### src/rtl/sync_pkg.sv
// Shared definitions for the synchronizer family: legal parameter ranges,
// a constant-friendly clog2, the counter-width helper and the elaboration
// range-check macro used by every module in the family.

`ifndef SYNC_ELAB_CHECK
// Expands to a generate-if that stops elaboration with a message when cond is false.
`define SYNC_ELAB_CHECK(cond, label, msg) \
  if (!(cond)) begin : label \
    $error(msg); \
  end
`endif

package sync_pkg;

  // Synchronizer chain length limits: two flops is the minimum for metastability
  // settling, eight is the longest chain the family supports.
  localparam int unsigned DEPTH_MIN  = 2;
  localparam int unsigned DEPTH_MAX  = 8;

  // Upper limit of the stability filter length (counter fits in 8 bits).
  localparam int unsigned FILTER_MAX = 255;

  // Ceiling log2, usable in constant expressions; clog2(0) and clog2(1) are 0.
  function automatic int unsigned clog2(input int unsigned value);
    int unsigned result;
    result = 0;
    for (int i = 0; i < 32; i++) begin
      if ((64'(1) << i) < 64'(value)) begin
        result = i + 1;
      end
    end
    return result;
  endfunction

  // Width of the saturating stability counter; never below one bit so the
  // bypass configuration still has a well-formed (unused) counter type.
  function automatic int unsigned cnt_width(input int unsigned filter);
    int unsigned w;
    w = clog2(filter + 1);
    return (w == 0) ? 1 : w;
  endfunction

endpackage

### src/rtl/sync_shift_reg_cell.sv
// One bit of the synchronizer: a DEPTH-stage shift chain with asynchronous
// reset to INIT_BIT. The stages carry keep/async-reg attributes so synthesis
// never retimes, merges or packs them into shift-register primitives.

module sync_shift_reg_cell
  import sync_pkg::*;
#(
  parameter int unsigned DEPTH    = 3,
  parameter logic        INIT_BIT = 1'b0
) (
  input  logic clock,
  input  logic reset,
  input  logic d,
  output logic s,
  output logic settled
);

  `SYNC_ELAB_CHECK((DEPTH >= DEPTH_MIN) && (DEPTH <= DEPTH_MAX), g_bad_depth,
                   "sync_shift_reg_cell: DEPTH must lie in 2..8")

  (* async_reg = "true", keep = "true" *) logic [DEPTH-1:0] stage;

  // Shift the asynchronous input through the chain; stage 0 is the capture flop.
  always_ff @(posedge clock or posedge reset) begin
    if (reset) begin
      stage <= {DEPTH{INIT_BIT}};
    end else begin
      stage <= {stage[DEPTH-2:0], d};
    end
  end

  assign s       = stage[DEPTH-1];
  assign settled = (stage == {DEPTH{stage[0]}});

endmodule

### src/rtl/sync_filter_shift_reg.sv
// Multi-bit clock-domain-crossing synchronizer for quasi-static signals such
// as interrupt lines, straps and status bits. Each bit passes through its own
// DEPTH-stage chain; the synchronised word can optionally be run through a
// word-level stability filter before it reaches q. One-cycle rise/fall pulses
// are derived from q, and io_stable reports that nothing is still in flight.

module sync_filter_shift_reg
  import sync_pkg::*;
#(
  parameter int unsigned      WIDTH  = 1,
  parameter int unsigned      DEPTH  = 3,
  parameter logic [WIDTH-1:0] INIT   = '0,
  parameter int unsigned      FILTER = 0
) (
  input  logic             clock,
  input  logic             reset,
  input  logic [WIDTH-1:0] io_d,
  output logic [WIDTH-1:0] io_q,
  output logic [WIDTH-1:0] io_rise,
  output logic [WIDTH-1:0] io_fall,
  output logic             io_changed,
  output logic             io_stable
);

  localparam int unsigned      CNT_W   = cnt_width(FILTER);
  localparam logic [CNT_W-1:0] CNT_MAX = CNT_W'(FILTER);

  `SYNC_ELAB_CHECK(WIDTH >= 1, g_bad_width,
                   "sync_filter_shift_reg: WIDTH must be at least 1")
  `SYNC_ELAB_CHECK((DEPTH >= DEPTH_MIN) && (DEPTH <= DEPTH_MAX), g_bad_depth,
                   "sync_filter_shift_reg: DEPTH must lie in 2..8")
  `SYNC_ELAB_CHECK(FILTER <= FILTER_MAX, g_bad_filter,
                   "sync_filter_shift_reg: FILTER must lie in 0..255")

  logic [WIDTH-1:0] s;
  logic [WIDTH-1:0] settled;
  logic [WIDTH-1:0] q;
  logic [WIDTH-1:0] q_d;

  // Independent per-bit synchronizer chains; no combinational path from io_d.
  for (genvar i = 0; i < WIDTH; i++) begin : g_bit
    sync_shift_reg_cell #(
      .DEPTH   (DEPTH),
      .INIT_BIT(INIT[i])
    ) u_cell (
      .clock  (clock),
      .reset  (reset),
      .d      (io_d[i]),
      .s      (s[i]),
      .settled(settled[i])
    );
  end

  if (FILTER == 0) begin : g_bypass

    assign q         = s;
    assign io_stable = &settled;

  end else begin : g_filter

    logic [WIDTH-1:0] cand;
    logic [CNT_W-1:0] cnt;
    logic             unused_settled;

    assign unused_settled = ^settled;

    // Any change of the synchronised word restarts the count; q only takes the
    // candidate once it has been seen on FILTER+1 consecutive edges, so short
    // excursions die here. Reset leaves the filter saturated on INIT.
    always_ff @(posedge clock or posedge reset) begin
      if (reset) begin
        cand <= INIT;
        cnt  <= CNT_MAX;
        q    <= INIT;
      end else if (s != cand) begin
        cand <= s;
        cnt  <= '0;
      end else if (cnt < CNT_MAX) begin
        cnt <= cnt + CNT_W'(1);
        if (cnt == CNT_MAX - CNT_W'(1)) begin
          q <= cand;
        end
      end
    end

    assign io_stable = (cnt == CNT_MAX) && (s == cand);

  end

  // Delayed copy of q for edge detection; reset to INIT so no pulse follows reset.
  always_ff @(posedge clock or posedge reset) begin
    if (reset) begin
      q_d <= INIT;
    end else begin
      q_d <= q;
    end
  end

  assign io_q       = q;
  assign io_rise    = q & ~q_d;
  assign io_fall    = ~q & q_d;
  assign io_changed = |(io_rise | io_fall);

endmodule

### config.mk
export PLATFORM = sky130hd
export DESIGN_NAME = sync_filter_shift_reg
export DESIGN_NICKNAME = d
export VERILOG_FILES = /design/src/rtl/sync_pkg.sv /design/src/rtl/sync_shift_reg_cell.sv /design/src/rtl/sync_filter_shift_reg.sv
export SDC_FILE = /design/constraint.sdc
export NUM_CORES = 1
export LEC_CHECK = 0
export ABC_CLOCK_PERIOD_IN_PS = 900
export CAP_MARGIN = 20
export CORE_AREA = 4 4 41 43
export CTS_BUF_LIST = sky130_fd_sc_hd__clkbuf_8 sky130_fd_sc_hd__clkbuf_16
export CTS_CLUSTER_DIAMETER = 150
export DETAILED_ROUTE_END_ITERATION = 16
export DIE_AREA = 0 0 45 47
export PLACE_DENSITY = 0.33
export SETUP_SLACK_MARGIN = 0.3
export SYNTH_ARGS = -nofsm -noshare
export SYNTH_HDL_FRONTEND = slang
export SYNTH_SLANG_ARGS = --single-unit
### constraint.sdc
create_clock -name clock -period 0.9 [get_ports clock]
set_input_delay 0.09 -clock clock [delete_from_list [all_inputs] [get_ports clock]]
set_output_delay 0.09 -clock clock [all_outputs]
set_load 0.05 [all_outputs]
-- Yosys cells after proc, flatten, opt, wreduce, memory -nomap -nowiden
Index checks and enable logic that the tools add are counted.
- input port bits: 3
- word-level logic and storage cells: 8
- output and inout bits: 5
- register bits after elaboration: 4
- eq/ne operators: 1
- bitwise logic cells: 5
- operator list (cell ; number):
    $and A1 B1 Y1 ; 2
    $eq A2 B2 Y1 ; 1
    $not A1 Y1 ; 2
    $or A1 B1 Y1 ; 1

-- Depth between registers and ports, before layout
- depth after elaboration: 3
- mapped depth: 3
- depth with buffers taken out: 3

-- Modules after synthesis
From an unflattened synthesis, not the netlist that was laid out.
- cell total of the unflattened synthesis: 15
- area total of the unflattened synthesis: 166.4 um^2
- modules (own cells, without submodules) (module ; cells an instance ; seq. area each (um^2) ; area each (um^2) ; instances):
    sync_shift_reg_cell ; 8 ; 75.1 ; 101.3 ; 1
    sync_filter_shift_reg ; 7 ; 25.0 ; 65.1 ; 1

-- Least setup slack after synthesis
OpenSTA, ideal clock, no wires.
- path type: reg-to-output
- start: reg g_bit[0].u_cell.stage[2]
- end: out io_changed
- arrival time: 1373 ps
- required time: 810 ps
- path buffers: 0
- cell stages (with the launch flop): 4
- path slack: -563 ps
- cell sequence: dfrtp_1 inv_1 ha_1 inv_1
- longest elaborated chain between the ends: 3
- elaborated cells on any way between the ends: 4
- classes of those cells: 4 x bitwise
- RTL lines (what ; RTL line ; RTL):
    from (decl) ; sync_shift_reg_cell.sv:21 ; (* async_reg = "true", keep = "true" *) logic [DEPTH-1:0] stage;
    from (signal assigned) ; sync_shift_reg_cell.sv:26 ; stage <= {DEPTH{INIT_BIT}};
    from (signal assigned) ; sync_shift_reg_cell.sv:28 ; stage <= {stage[DEPTH-2:0], d};
    $not A1 Y1 ; sync_filter_shift_reg.sv:101 ; assign io_fall = ~q & q_d;
    $and A1 B1 Y1 ; sync_filter_shift_reg.sv:101 ;
    $or A1 B1 Y1 (*) ; sync_filter_shift_reg.sv:102 ; assign io_changed = |(io_rise | io_fall);
    to (decl) ; sync_filter_shift_reg.sv:21 ; output logic io_changed,
Mark *: on every way between the ends. The rest lies on a longest branch, timed or not.

-- Final worst setup path
- start: reg g_bit[0].u_cell.stage[2]
- end: out io_stable
- longest elaborated chain between the ends: 1
- RTL lines (what ; RTL line ; RTL):
    $eq A2 B2 Y1 ; sync_shift_reg_cell.sv:33 ; assign settled = (stage == {DEPTH{stage[0]}});
    to (decl) ; sync_filter_shift_reg.sv:22 ; output logic io_stable
Every way passes these cells.

==> metrics.md <==
| Metric | Value |
|---|---|
| Share of cells above drive strength 1 | between 60 and 70% |
| Final WL | roughly 380 um |
| Initial antenna violation count | 0 |
| P_sw | 0.191 mW |
| Most common cell after layout, fill and taps aside | buf_12 |
| Starting Density | around an eighth |
| Number of iterations in the first detailed-routing pass | 2 |
| Pin count of the biggest net entering global routing | 5 |
| Antenna diode count | 0 |
| CP Max Fanout | 4 |
| RD Place Congestion | a little over 0.6 |
| Clk_lat worst skew | between 0.2 and 0.25 ns |
| Width of the die | between 40 and 50 um |
| Count of nets after finishing | 35 |
| IO buf count | 7 |
| Worst setup margin | -0.374 ns |
| Final cell count without fillers | 44 |
| Period minus WS final | between 1 and 1.5 ns |
| Layout filler cell count | between 100 and 150 |
| DRC Markers | 0 |
| Max-Cap Viols | 0 |
| Post-Synthesis Cells | 13 |
| Vias per inst | about 3.4 |
| I/O pins | 8 |
| Arr. time, crit path | about 1.2 ns |
| Rel. slew slack | between 80% and 90% |
| Clk_skew | ~0.0076 ns |
| Die H | 47 um |
| Vias in the first global route | 181 |
| Placed cells | 38 |
| Worst path top cell family by delay | flip-flops |
| Max Freq | slightly below 0.8 GHz |
| Clock transition at the registers of the reported paths | roughly 0.040 ns |
| Root Driver | clkbuf_8 |
| Vias | 150 |
| Worst Hold Class | in2async |
| Cell Chain, Critical Path | or3_4 -> nand2_4 -> buf_12 |
| Sequential power share | around 26% |
| PwrDens | 1850 mW/mm^2 |
| RSZ-0062 raised after global routing | yes |
| Crit start category | register |
| Syn_area_per_cell | between 10 and 15 sq um |
| Max IR drop VDD | about 1.3 mV |
| Area grow syn2layout | 169% |
| DR iter-0 viols | 2 |
| Hold Vio Cnt, Final | 0 |
| CTS Buf Count | 3 |
| WP buf/inv | 1 |
| Register area | 101 sq um |
| Worst setup EP type | output port |
| TritonCTS clock tree | yes |
| Setup CP Type | reg2out |
| Syn nets | 18 |
| CORE AREA | 0.00130 sq mm |
| Clock power frac | ~50% |
| Final Max Slew Viols | 0 |
| Area of the multi-input gates | ~68 sq um |
| Final cycle utilization of the critical path | 142% |
| Cell area after synthesis | around 160 sq um |
| Sw frac | between 20% and 30% |
| Gate power share | about a quarter |
| GRT Total Usage | about 4.8% |
| Most frequent cells in the layout | buf_12 (5), inv_1 (3), clkbuf_8 (3), dfrtp_1 (3), buf_4 (3) |
| Ys Warns | 0 |
| CTS Buffer Depth | 2 |
| Num Clock Sinks | 4 |
| Slew @ Worst Pin | ~0.15 ns |
| Cell-internal power | 0.578 mW |
| Required @ worst endpoint | about 0.81 ns |
| Die area | about 0.0021 sq mm |
| Avg WL per Cell | 8.57 um |
| # setup viols final | 5 |
| Antenna viol nets, final | 0 |
| Run status | finished with violations |
| Slowest cell on the critical path | dfrtp_2 |
| Fin util | 32.0% |
| CTS H-tree depth | 1 |
| WHS | slightly above 0.06 ns |
| Crit path largest cell delay | around 0.42 ns |
| GRT overflow | 0 |
| Design Power | slightly below 0.8 mW |
| Violated checks | setup timing |
| Num rows | 13 |
| Leak | between 0.15 and 0.2 nW |
| First-pass GRT wire length | 696 um |
final cells by class:
| type | instances | share of cell area (%) |
|---|---|---|
| timing repair buffer | 12 | 39.6 |
| sequential | 4 | 24.3 |
| inverter | 4 | 4.50 |
| clock inverter | 1 | 0.901 |
| tap | 15 | 4.50 |
| clock buffer | 3 | 9.91 |
| multi-input combinational | 5 | 16.2 |
routing by layer:
metal / GRT usage [%] / vias up / part of all wire, % / wire, um
met5: 0 / - / 0 / 0
met3: 3.45 / 0 / 6.6 / 25
met2: 8.47 / 7 / 54 / 205
met1: 4.38 / 74 / 39 / 146
met4: 1.75 / 0 / 0 / 0
li1: - / 69 / - / -
power by group through the flow:
stage	registers [mW]	clock network [mW]	logic [mW]
3_3_place_gp	0.201	0	0.174
2_1_floorplan	0.209	0	0.0794
3_5_place_dp	0.202	0	0.176
4_1_cts	0.199	0.396	0.188
5_1_grt	0.200	0.418	0.195
6_report	0.199	0.385	0.185
worst reg2reg max path, delay by kind of cell, from the launching register on:
family | cells | cell delay [ns]
buffers and inverters | 2 | 0.22
DFF | 1 | 0.37
timing repair:
action                                  in CTS  in global routing
endpoints found under the hold margin        0                  0
resized for setup                            3                  0
endpoints found under the setup margin       7                  8
pin swaps                                    2                  0
buffers inserted                             2                  0
hold buffers                                 0                  0
through the flow:
stage / setup slack (ns) / setup TNS, ns / instance area, sq um
6_report: -0.374 / -1.33 / 417
5_1_grt: -0.415 / -1.52 / 417
4_1_cts: -0.381 / -1.37 / 417
3_5_place_dp: -0.212 / -0.487 / 347
3_3_place_gp: -0.212 / -0.479 / 347
2_1_floorplan: -0.298 / -0.852 / 185
worst paths after layout:
check,from,slack (ns),depth (start not counted),to
hold reg to reg,g_bit[0].u_cell.stage[0],0.49,1,g_bit[0].u_cell.stage[1]
setup reg to reg,g_bit[0].u_cell.stage[1],0.21,2,g_bit[0].u_cell.stage[2]
hold / removal,reset,0.06,2,q_d
min in group clock,io_d,0.33,1,g_bit[0].u_cell.stage[0]
max in group asynchronous,reset,0.67,2,g_bit[0].u_cell.stage[2]
setup / recovery,g_bit[0].u_cell.stage[2],-0.37,3,io_stable
state kept, by name, indices dropped and copies added, names as in the netlist:
| signal | count |
|---|---|
| q_d | 1 |
| g_bit.u_cell.stage | 3 |
Power figures use the tool's default switching activity.
